<file path="config.mk">
export PLATFORM = sky130hd
export DESIGN_NAME = alu_issue_stage
export DESIGN_NICKNAME = d
export VERILOG_FILES = /design/src/rtl/alu_issue_stage.sv
export SDC_FILE = /design/constraint.sdc
export NUM_CORES = 1
export LEC_CHECK = 0
export BUFFER_PORTS_ARGS = -buffer_cell sky130_fd_sc_hd__buf_2
export CORE_MARGIN = 2
export CORE_UTILIZATION = 40
export CTS_BUF_LIST = sky130_fd_sc_hd__clkbuf_4
export DETAILED_ROUTE_END_ITERATION = 16
export GPL_TIMING_DRIVEN = 0
export PLACE_DENSITY = 0.67
export RECOVER_POWER = 25
export SYNTH_ARGS = -nofsm -noshare
export SYNTH_HDL_FRONTEND = slang
export SYNTH_SLANG_ARGS = --single-unit
</file>
<file path="constraint.sdc">
create_clock -name clk -period 2.4 [get_ports clk]
set_input_delay 0.48 -clock clk [delete_from_list [all_inputs] [get_ports clk]]
set_output_delay 0.48 -clock clk [all_outputs]
set_load 0.1 [all_outputs]
</file>
<file path="src/rtl/alu_issue_stage.sv">
// alu_issue_stage: EX issue register with 2-entry skid buffer, operand bypass and flush.
// Define ALU_ISSUE_FWD_EN to enable EX/MEM and MEM/WB bypass plus the load-use stall.
`ifndef ALU_OP_LEN
`define ALU_OP_LEN 4
`endif
`ifndef ALU_OP_NONE
`define ALU_OP_NONE 0
`endif

module alu_issue_stage #(
    parameter int OP_W   = `ALU_OP_LEN,
    parameter int REG_AW = 5
) (
    input  logic              clk,
    input  logic              rst_n,
    input  logic              flush,
    input  logic              in_valid,
    output logic              in_ready,
    input  logic [OP_W-1:0]   in_op,
    input  logic [REG_AW-1:0] in_rs_idx,
    input  logic [31:0]       in_rs_val,
    input  logic [REG_AW-1:0] in_rt_idx,
    input  logic [31:0]       in_rt_val,
    input  logic              in_use_imm,
    input  logic [31:0]       in_imm,
    input  logic [4:0]        in_shamt,
    input  logic [REG_AW-1:0] in_rd_idx,
    input  logic              fwd_ex_en,
    input  logic [REG_AW-1:0] fwd_ex_idx,
    input  logic [31:0]       fwd_ex_data,
    input  logic              fwd_ex_pend,
    input  logic              fwd_wb_en,
    input  logic [REG_AW-1:0] fwd_wb_idx,
    input  logic [31:0]       fwd_wb_data,
    output logic              out_valid,
    input  logic              out_ready,
    output logic [OP_W-1:0]   alu_op,
    output logic [31:0]       alu_in1,
    output logic [31:0]       alu_in2,
    output logic [4:0]        alu_shift_imm,
    output logic [REG_AW-1:0] out_rd_idx
);
    localparam logic [OP_W-1:0] OP_NONE = OP_W'(`ALU_OP_NONE);

    typedef enum logic [1:0] {EMPTY, ONE, TWO} state_t;

    typedef struct packed {
        logic [OP_W-1:0]   op;
        logic [31:0]       in1;
        logic [31:0]       in2;
        logic [4:0]        sh;
        logic [REG_AW-1:0] rd;
    } entry_t;

    state_t      state, state_nx;
    entry_t      main_q, skid_q, cap;
    logic [31:0] rs_res, rt_res;
    logic        hazard, accept, load_main, load_skid;

`ifdef ALU_ISSUE_FWD_EN
    // EX/MEM wins over MEM/WB; index 0 never bypasses
    assign rs_res = (in_rs_idx == '0) ? '0 :
                    (fwd_ex_en && fwd_ex_idx == in_rs_idx) ? fwd_ex_data :
                    (fwd_wb_en && fwd_wb_idx == in_rs_idx) ? fwd_wb_data : in_rs_val;
    assign rt_res = (in_rt_idx == '0) ? '0 :
                    (fwd_ex_en && fwd_ex_idx == in_rt_idx) ? fwd_ex_data :
                    (fwd_wb_en && fwd_wb_idx == in_rt_idx) ? fwd_wb_data : in_rt_val;
    assign hazard = fwd_ex_pend && fwd_ex_idx != '0 &&
                    (fwd_ex_idx == in_rs_idx || (!in_use_imm && fwd_ex_idx == in_rt_idx));
`else
    logic unused_fwd;
    assign unused_fwd = ^{fwd_ex_en, fwd_ex_idx, fwd_ex_data, fwd_ex_pend,
                          fwd_wb_en, fwd_wb_idx, fwd_wb_data};
    assign rs_res = in_rs_val;
    assign rt_res = in_rt_val;
    assign hazard = 1'b0;
`endif

    always_comb begin
        accept    = in_valid && in_ready && !hazard;
        cap       = {in_op, rs_res, in_use_imm ? in_imm : rt_res, in_shamt, in_rd_idx};
        state_nx  = flush ? EMPTY :
                    state == EMPTY ? (accept ? ONE : EMPTY) :
                    state == ONE   ? (accept ? (out_ready ? ONE : TWO) : (out_ready ? EMPTY : ONE)) :
                                     (out_ready ? ONE : TWO);
        // flush leaves data outputs untouched; only the occupancy is cleared
        load_main = !flush && ((state == EMPTY && accept) ||
                               (state == ONE && accept && out_ready) ||
                               (state == TWO && out_ready));
        load_skid = !flush && state == ONE && accept && !out_ready;
    end

    always_ff @(posedge clk or negedge rst_n) begin
        if (!rst_n) begin
            state    <= EMPTY;
            in_ready <= 1'b1;
            main_q   <= {OP_NONE, 32'd0, 32'd0, 5'd0, {REG_AW{1'b0}}};
            skid_q   <= '0;
        end else begin
            state    <= state_nx;
            in_ready <= state_nx != TWO;
            if (load_main) main_q <= (state == TWO) ? skid_q : cap;
            if (load_skid) skid_q <= cap;
        end
    end

    assign out_valid     = state != EMPTY;
    assign alu_op        = main_q.op;
    assign alu_in1       = main_q.in1;
    assign alu_in2       = main_q.in2;
    assign alu_shift_imm = main_q.sh;
    assign out_rd_idx    = main_q.rd;

endmodule
</file>
Yosys cells after proc, flatten, opt, wreduce, memory -nomap -nowiden

Index checks and enable logic that the tools add are counted.

Bits in registers: 159
Bits in latches: 0
Bits in writable memories: 0
Memory bits (read-only): 0
Input port bits: 203
Logic and storage cells: 39
Memories: 0

Add/subtract/negate cells: 0
Multiply operators: 0
Div/mod/pow operators: 0
Order comparisons: 0
Equality and inequality tests: 3
Shift operators: 0
Muxes and demuxes: 9
Bitwise gates (word level): 0
Reductions and logical operators: 15

Operators with widths:

| kind                 | count |
|---|---|
| $mux W78             | 1 |
| $mux W32             | 1 |
| $mux W2              | 5 |
| $logic_and A1 B1 Y1  | 9 |
| $eq A2 B1 Y1 const B | 1 |
| $eq A2 B2 Y1 const B | 1 |
| $logic_not A1 Y1     | 2 |
| $logic_not A2 Y1     | 1 |
| $logic_or A1 B1 Y1   | 2 |
| $mux W1              | 2 |
| $ne A2 B2 Y1 const B | 1 |
| $reduce_bool A2 Y1   | 1 |

Logic depth before layout (Yosys ltp)

Gate-level depths: netlist of run 1.

Word-level depth: 6
Mapped depth: 6
Gate-level depth less buffers: 5

Worst setup path after synthesis of run 1

OpenSTA, ideal clock, no wires.

Path kind: register to register
Start point: register in_ready
End point: register main_q, in the netlist alu_in2[10]
Setup time: 126 ps
Arrival: 1966 ps
Path slack: 307 ps
Stages on the path, launching flop included: 6
Buffers on the path: 2
Clock period less this slack: 2093 ps
Cells stage by stage: dfstp_2 > nand4bb_1 > a31oi_2 > buf_6 > buf_6 > mux2_4

Cells in the longest elaborated chain, start to end: 6
Elaborated cells on any way between the ends: 7
Those cells by class: reduce/logical: 7

Ends and longest elaborated chain:

| element                          | line | text |
|---|---|---|
| start, declared                  | 18   | `output logic in_ready,` |
| start signal, assigned           | 96   | `in_ready <= 1'b1;` |
| start signal, assigned           | 101  | `in_ready <= state_nx != TWO;` |
| $logic_and A1 B1 Y1 (*)          | 80   | `accept = in_valid && in_ready && !hazard;` |
| $logic_and A1 B1 Y1 (2 in a row) | 88   | `(state == ONE && accept && out_ready) \|\|` |
| $logic_or A1 B1 Y1 (*)           | 87   | `load_main = !flush && ((state == EMPTY && accept) \|\|` |
| $logic_or A1 B1 Y1 (*)           | 88   |  |
| $logic_and A1 B1 Y1 (*)          | 87   |  |
| end signal, assigned             | 97   | `main_q <= {OP_NONE, 32'd0, 32'd0, 5'd0, {REG_AW{1'b0}}};` |
| end signal, assigned             | 102  | `if (load_main) main_q <= (state == TWO) ? skid_q : cap;` |
| end, declared                    | 56   | `entry_t main_q, skid_q, cap;` |

Every way passes the cells marked *; elsewhere a longest branch is shown, timed or not.
A chain may end at the register's enable or synchronous reset.

Worst setup path after layout of run 1

Start point: register state[1]
End point: output port out_valid

Cells in the longest elaborated chain, start to end: 1

Ends and longest elaborated chain:

| element                | line | text |
|---|---|---|
| start, declared        | 55   | `state_t state, state_nx;` |
| start signal, assigned | 100  | `state <= state_nx;` |
| $reduce_bool A2 Y1     | 107  | `assign out_valid = state != EMPTY;` |
| end, declared          | 35   | `output logic out_valid,` |

Every way passes these cells.

==> results.yml, run 1 <==
clock_network:
  ctsRootBufferMaster: "clkbuf_4"
  h-tree-depth: 4
  clk_pin_slew_ns: 0.14
  insertion_delay_ns: 0.54
  numCtsBuffers: 17
  cts.path.max_buffers: 2
  cts_resized: 0
  cts_tree: "done"
  cts_sinks: 159
logic_synthesis:
  yosysMostFrequentCell: "mux2_2"
  synth_top_area_share_pct: 53.1
  yosys.area_share.adder_pct: 0.168
  ys_seq_area_share_pct: 53.4
  synthMuxAreaShare_pct: 42.2
  syn-num-nets: 677
  ys_top_cells_by_count: "mux2_2, dfrtp_1, mux2_4, buf_2, mux2_1"
  ys.warnings.count: 0
  synth_area_um2: 7450
  syn_area_per_cell_um2: 15.8
  synth_top_family_by_area: "multiplexers"
  synth_xor_area_share_pct: 0
  synthArstFlopShare_pct: 100
  synth_area_leaders: "dfrtp_1, mux2_2, mux2_4, mux2_1, buf_2"
  synth_compound_area_share_pct: 0.403
  synth-edff-count: 0
  yosys.area_share.simple_pct: 1.19
  yosys.area.top_type: "dfrtp_1"
  synth-seq-cells: 159
  ys_types: 25
  syn-instance-count: 473
  synth_flop_cell: "dfrtp_1"
run:
  max_cap_violations: 0
floorplanning:
  pin_count: 283
  start_util_pct: 41.1
  fp.coreArea_um2: 18100
  die_area_um2: 19700
  row_count: 49
  die_h_um: 140
  die_w_um: 140
finish:
  regArea_um2: 3980
  multi_input_area_um2: 3280
  fin_nets: 892
  drive_above_1_share_pct: 72.0
  final_cells: 931
  final.fill_count: 1594
  areaGrowthSynthToFinish_pct: 21.2
route:
  drt-pass1-iter-count: 4
  wirelength_um: 15500
  drt_iter0_markers: 97
  drc: 0
  avgRoutedWirePerCell_um: 16.6
  postRouteAntennaNets: 0
  vias: 4581
  via_per_inst: 4.92
power_and_ir_drop:
  p_leak_nw: 4.26
  seqPwrFrac_pct: 40.8
  swShare_pct: 44.6
  p_sw_mw: 4.11
  p_int_mw: 5.10
  power.combinational.fraction_pct: 42.1
  power_mw: 9.21
  p_per_area_nw_per_um2: 1020
  p_clk_share_pct: 17.1
  ir_drop_uv: 688
sta:
  fin_tns_setup_ns: 0
  setup_viol: 0
  final_max_slew_viol_count: 0
  max_slew.worst_pin.slew_ns: 0.637
  post-route-period-util_pct: 88.8
  hold_viol_final: 0
  rsz0062_at_grt: "no"
  setup_slack_ns: 0.269
  min_period_ns: 2.13
  maxSlewHeadroom_pct: 57.5
  skew_ns: 0.0198
  fmax_mhz: 469
worst_setup_path:
  crit_required_ns: 1.92
  regToRegStartpoint: "in_ready"
  critical_path_class: "reg2out"
  worstSetupStartpointType: "flop"
  cp.arrival_ns: 1.65
  cp-startpoint: "state[1]"
  end_kind: "output port"
  path_max_fanout: 9
global_routing:
  busiest_layer: "met2"
  grtUsageMet3_pct: 5.54
  grt_pass1_wl_um: 25100
  grt_usage_pct: 16.1
  grt_use_met2_pct: 27.7
  grt_pass1_vias: 4916
  grt_max_degree: 94
  grtUsageMet1_pct: 19.3
  antenna_found_initial: 1
  grt_overflow: 0
placed_design:
  gp_congestion: 0.756
  numPortBuffers: 194
  dp_slack_ns: 0.0975
  dp.cells: 897
  dp_hpwl_um: 11600
min_path:
  hold_start: "flush"
  hold_path_class: "in2reg"
status:
  status: "finished, final reports clean"
## stage by stage
stage	hold slack (ns)	util (%)	instance area (um^2)
after floorplan	0.184	-	7450
after CTS	0.0618	49.7	9030
final	0.120	49.8	9030
after global routing	0.0701	49.7	9030
after global placement	0.468	48.0	8710
after detailed placement	0.480	48.2	8740
## cell usage in the layout, fill, tap and decap left out, types with 2 or more instances in the layout
cell,instances
buf_2,213
buf_6,8
bufinv_16,2
clkbuf_4,21
clkinv_2,4
clkinv_4,3
dfrtp_1,158
mux2_1,17
mux2_2,209
mux2_4,40
nand3b_1,2
nand4b_1,2
nor2_1,2
## cell type report
| type | count | area share [%] |
|---|---|---|
| antenna | 1 | 0.0277 |
| buffer | 29 | 2.11 |
| clock buffer | 21 | 1.75 |
| clock inverter | 11 | 1.30 |
| inverter | 1 | 0.0416 |
| multi-input combinational | 284 | 36.3 |
| sequential | 159 | 44.1 |
| tap | 229 | 3.17 |
| timing repair buffer | 196 | 11.2 |
## what timing repair did
item / in CTS / in global routing
hold buffers: 1 / 0
setup buffers: 0 / 0
hold endpoints to repair: 66 / 0
## critical path, cell delays in order, from the launching register on
cell and delay [ns]:
dfrtp_1 0.49, or2_2 0.32, buf_2 0.30
## power groups by stage
stage                     sequential [mW]  combinational [mW]  clock (mW)
after floorplan                      5.95                1.00           0
after global placement               3.76                3.84           0
after global routing                 3.85                4.04        1.78
after detailed placement             3.81                3.91           0
after CTS                            3.76                3.92        1.66
final                                3.75                3.88        1.57
## metal layers
layer  vias to the layer above  routed length, um  part of all wire (%)
li1                       2142                  -                     -
met1                      2280               6750                    44
met2                       148               7460                    48
met3                        11               1110                   7.2
met4                         0                166                   1.1
met5                         -                  0                     0
## kinds of logic after synthesis
kind of cell | Yosys count
mux | 266
flops | 159
buf+inv | 30
simple gates | 13
compound gates | 4
fa+ha+maj | 1
## state kept, by name, summed over array words and instances (netlist names)
signal         flops
alu_in1           32
alu_in2           32
alu_op             4
alu_shift_imm      5
in_ready           1
out_rd_idx         5
skid_q            78
state              2
## final timing paths
| check | slack (ns) | cells past startpoint | endpoint |
|---|---|---|---|
| worst max-delay path | 0.27 | 2 | out_valid |
| worst min-delay path | 0.12 | 2 | state[0] |
| worst max register to register | 0.30 | 5 | skid_q[66] |
| worst min register to register | 0.50 | 1 | skid_q[67] |
| max in group asynchronous | 1.02 | 3 | skid_q[48] |
| min in group asynchronous | 0.50 | 2 | alu_in2[8] |
Power figures use the tool's default switching activity.
==> inputs of run 2 (changes only) <==
--- a/config.mk
+++ b/config.mk
@@ -11,7 +11,7 @@
 export CTS_BUF_LIST = sky130_fd_sc_hd__clkbuf_4
 export DETAILED_ROUTE_END_ITERATION = 16
 export GPL_TIMING_DRIVEN = 0
-export PLACE_DENSITY = 0.67
+export PLACE_DENSITY = 0.75
 export RECOVER_POWER = 25
 export SYNTH_ARGS = -nofsm -noshare
 export SYNTH_HDL_FRONTEND = slang
==> constraint.sdc (replaced) <==
create_clock -name clk -period 2.4 [get_ports clk]
set_input_delay 0.36 -clock clk [delete_from_list [all_inputs] [get_ports clk]]
set_output_delay 0.36 -clock clk [all_outputs]
set_load 0.1 [all_outputs]
==> run 2 against run 1 <==
Against the previous run:
- die area unchanged
- global-route usage increased by 0.59 points
- worst hold slack lost 0.066 ns
- via count increased by 1.9%
- critical path type is now reg2reg
- largest cell class unchanged
- highest routed layer is now met5
==> results.yml, run 2 (synthesis gave the netlist of run 1 again) <==
status:
  status: "finished, final reports clean"
sta:
  fmax_mhz: 471
  hold_viol_final: 0
  maxSlewHeadroom_pct: 50.7
  max_slew.worst_pin.slew_ns: 0.740
  min_period_ns: 2.13
  fin_tns_setup_ns: 0
  setup_slack_ns: 0.275
  skew_ns: 0.0294
  final_max_slew_viol_count: 0
  rsz0062_at_grt: "no"
  hold_slack_ns: 0.0541
  post-route-period-util_pct: 88.5
  setup_viol: 0
min_path:
  hold_depth: 2
  min_to: "skid_q[43]"
  hold_start: "in_rs_val[1]"
  hold_path_class: "in2reg"
route:
  drt_iter0_markers: 126
  drt-pass1-iter-count: 4
  vias: 4670
  wirelength_um: 15900
  postRouteAntennaNets: 0
  drc: 0
  via_per_inst: 4.99
  avgRoutedWirePerCell_um: 17.0
power_and_ir_drop:
  power_mw: 9.07
  p_leak_nw: 4.27
  p_per_area_nw_per_um2: 1000
  ir_drop_uv: 640
run:
  max_cap_violations: 0
finish:
  layout_common_cells: "buf_2, mux2_2, dfrtp_1, mux2_4, clkbuf_4"
  fin_util_pct: 50.0
  multi_input_area_um2: 3280
  fin_nets: 901
  areaGrowthSynthToFinish_pct: 21.7
  drive_above_1_share_pct: 70.9
  final_common_cell: "buf_2"
  regArea_um2: 3980
  final.fill_count: 1551
  antenna_cells: 0
  regMostFlops: "skid_q"
  largest_reg_flops: 78
floorplanning:
  die_h_um: 140
  start_util_pct: 41.1
  pin_count: 283
  fp.coreArea_um2: 18100
  die_w_um: 140
  row_count: 49
  die_area_um2: 19700
global_routing:
  grtUsageMet1_pct: 20.3
  antenna_found_initial: 2
  grt_use_met2_pct: 28.4
  busiest_layer: "met2"
  grt_pass1_wl_um: 26100
  grt_overflow: 0
  grtUsageMet3_pct: 4.99
  grt_max_degree: 81
  grt_pass1_vias: 5058
  grt_usage_pct: 16.7
worst_setup_path:
  critical_path_class: "reg2reg"
  cp.arrival_ns: 2.55
  crit_required_ns: 2.82
  rr_endpoint: "alu_in2[9]"
  crit_path_frequent_cell: "buf_6"
  regToRegStartpoint: "state[1]"
  slowest_delay_ns: 0.54
  end_kind: "flop"
  path_max_fanout: 10
  r2r_setup_slack_ns: 0.27
  worstSetupStartpointType: "flop"
  cp_slowest_cell: "a31oi_2"
  ff2ff_path_depth: 5
  crit_chain: "nand4bb_1 -> a31oi_2 -> buf_6 -> buf_6 -> mux2_4"
clock_network:
  cts.path.max_buffers: 2
  clk_pin_slew_ns: 0.15
  ctsRootBufferMaster: "clkbuf_4"
  insertion_delay_ns: 0.55
  cts_tree: "done"
  h-tree-depth: 4
  cts_sinks: 159
  numCtsBuffers: 17
placed_design:
  dp_slack_ns: 0.228
  gp_congestion: 0.741
  dp_hpwl_um: 11800
  numPortBuffers: 194
[run 2: what timing repair did]
action	CTS	global route
endpoints found under the hold margin	89	0
setup buffers	0	0
resized for setup	0	0
hold buffers	10	0
[run 2: critical path: cells and delay by family (launching register included)]
kind                   cells  cell delay (ns)
multiplexers               1             0.32
AO/OA/AOI/OAI              1             0.54
AND/OR/NAND/NOR            1             0.23
flip-flops                 1             0.48
buffers and inverters      2             0.45
[run 2: worst max path at each step]
stage / from / to / slack (ns) / depth (start not counted)
after global placement: rst_n / skid_q[50] / -1.28 / 1
after global routing: in_ready / skid_q[66] / 0.12 / 5
final: state[1] / alu_in2[9] / 0.27 / 5
after floorplan: in_ready / alu_in2[10] / 0.31 / 5
after detailed placement: in_valid / skid_q[72] / 0.23 / 6
after CTS: in_ready / skid_q[67] / 0.26 / 5
[run 2: per-layer routing]
| layer | part of all wire (%) | wire length, um |
|---|---|---|
| met1 | 42 | 6730 |
| met2 | 49 | 7830 |
| met3 | 6.5 | 1040 |
| met4 | 2.0 | 319 |
| met5 | 0.082 | 13 |
[run 2: final cells by class]
class / count / share of cell area (%)
Buffer: 29 / 2.10
Clock buffer: 20 / 1.66
Clock inverter: 9 / 0.801
Inverter: 1 / 0.0414
Multi-Input combinational cell: 284 / 36.1
Sequential cell: 159 / 43.9
Tap cell: 229 / 3.16
Timing Repair Buffer: 205 / 12.2
[run 2: power breakdown]
part           total (mW)  switching [mW]  leakage, nW  internal, mW
Combinational        3.90            2.85         2.22          1.05
Clock                1.41           0.889        0.127         0.518
Sequential           3.76           0.363         1.92          3.40
Total                9.07            4.10         4.27          4.97
[run 2: through the flow]
stage,instance area (um^2),std cells
CTS,9060,936
finish,9060,936
global placement,8710,896
floorplan,7450,473
global route,9060,936
detailed placement,8740,897
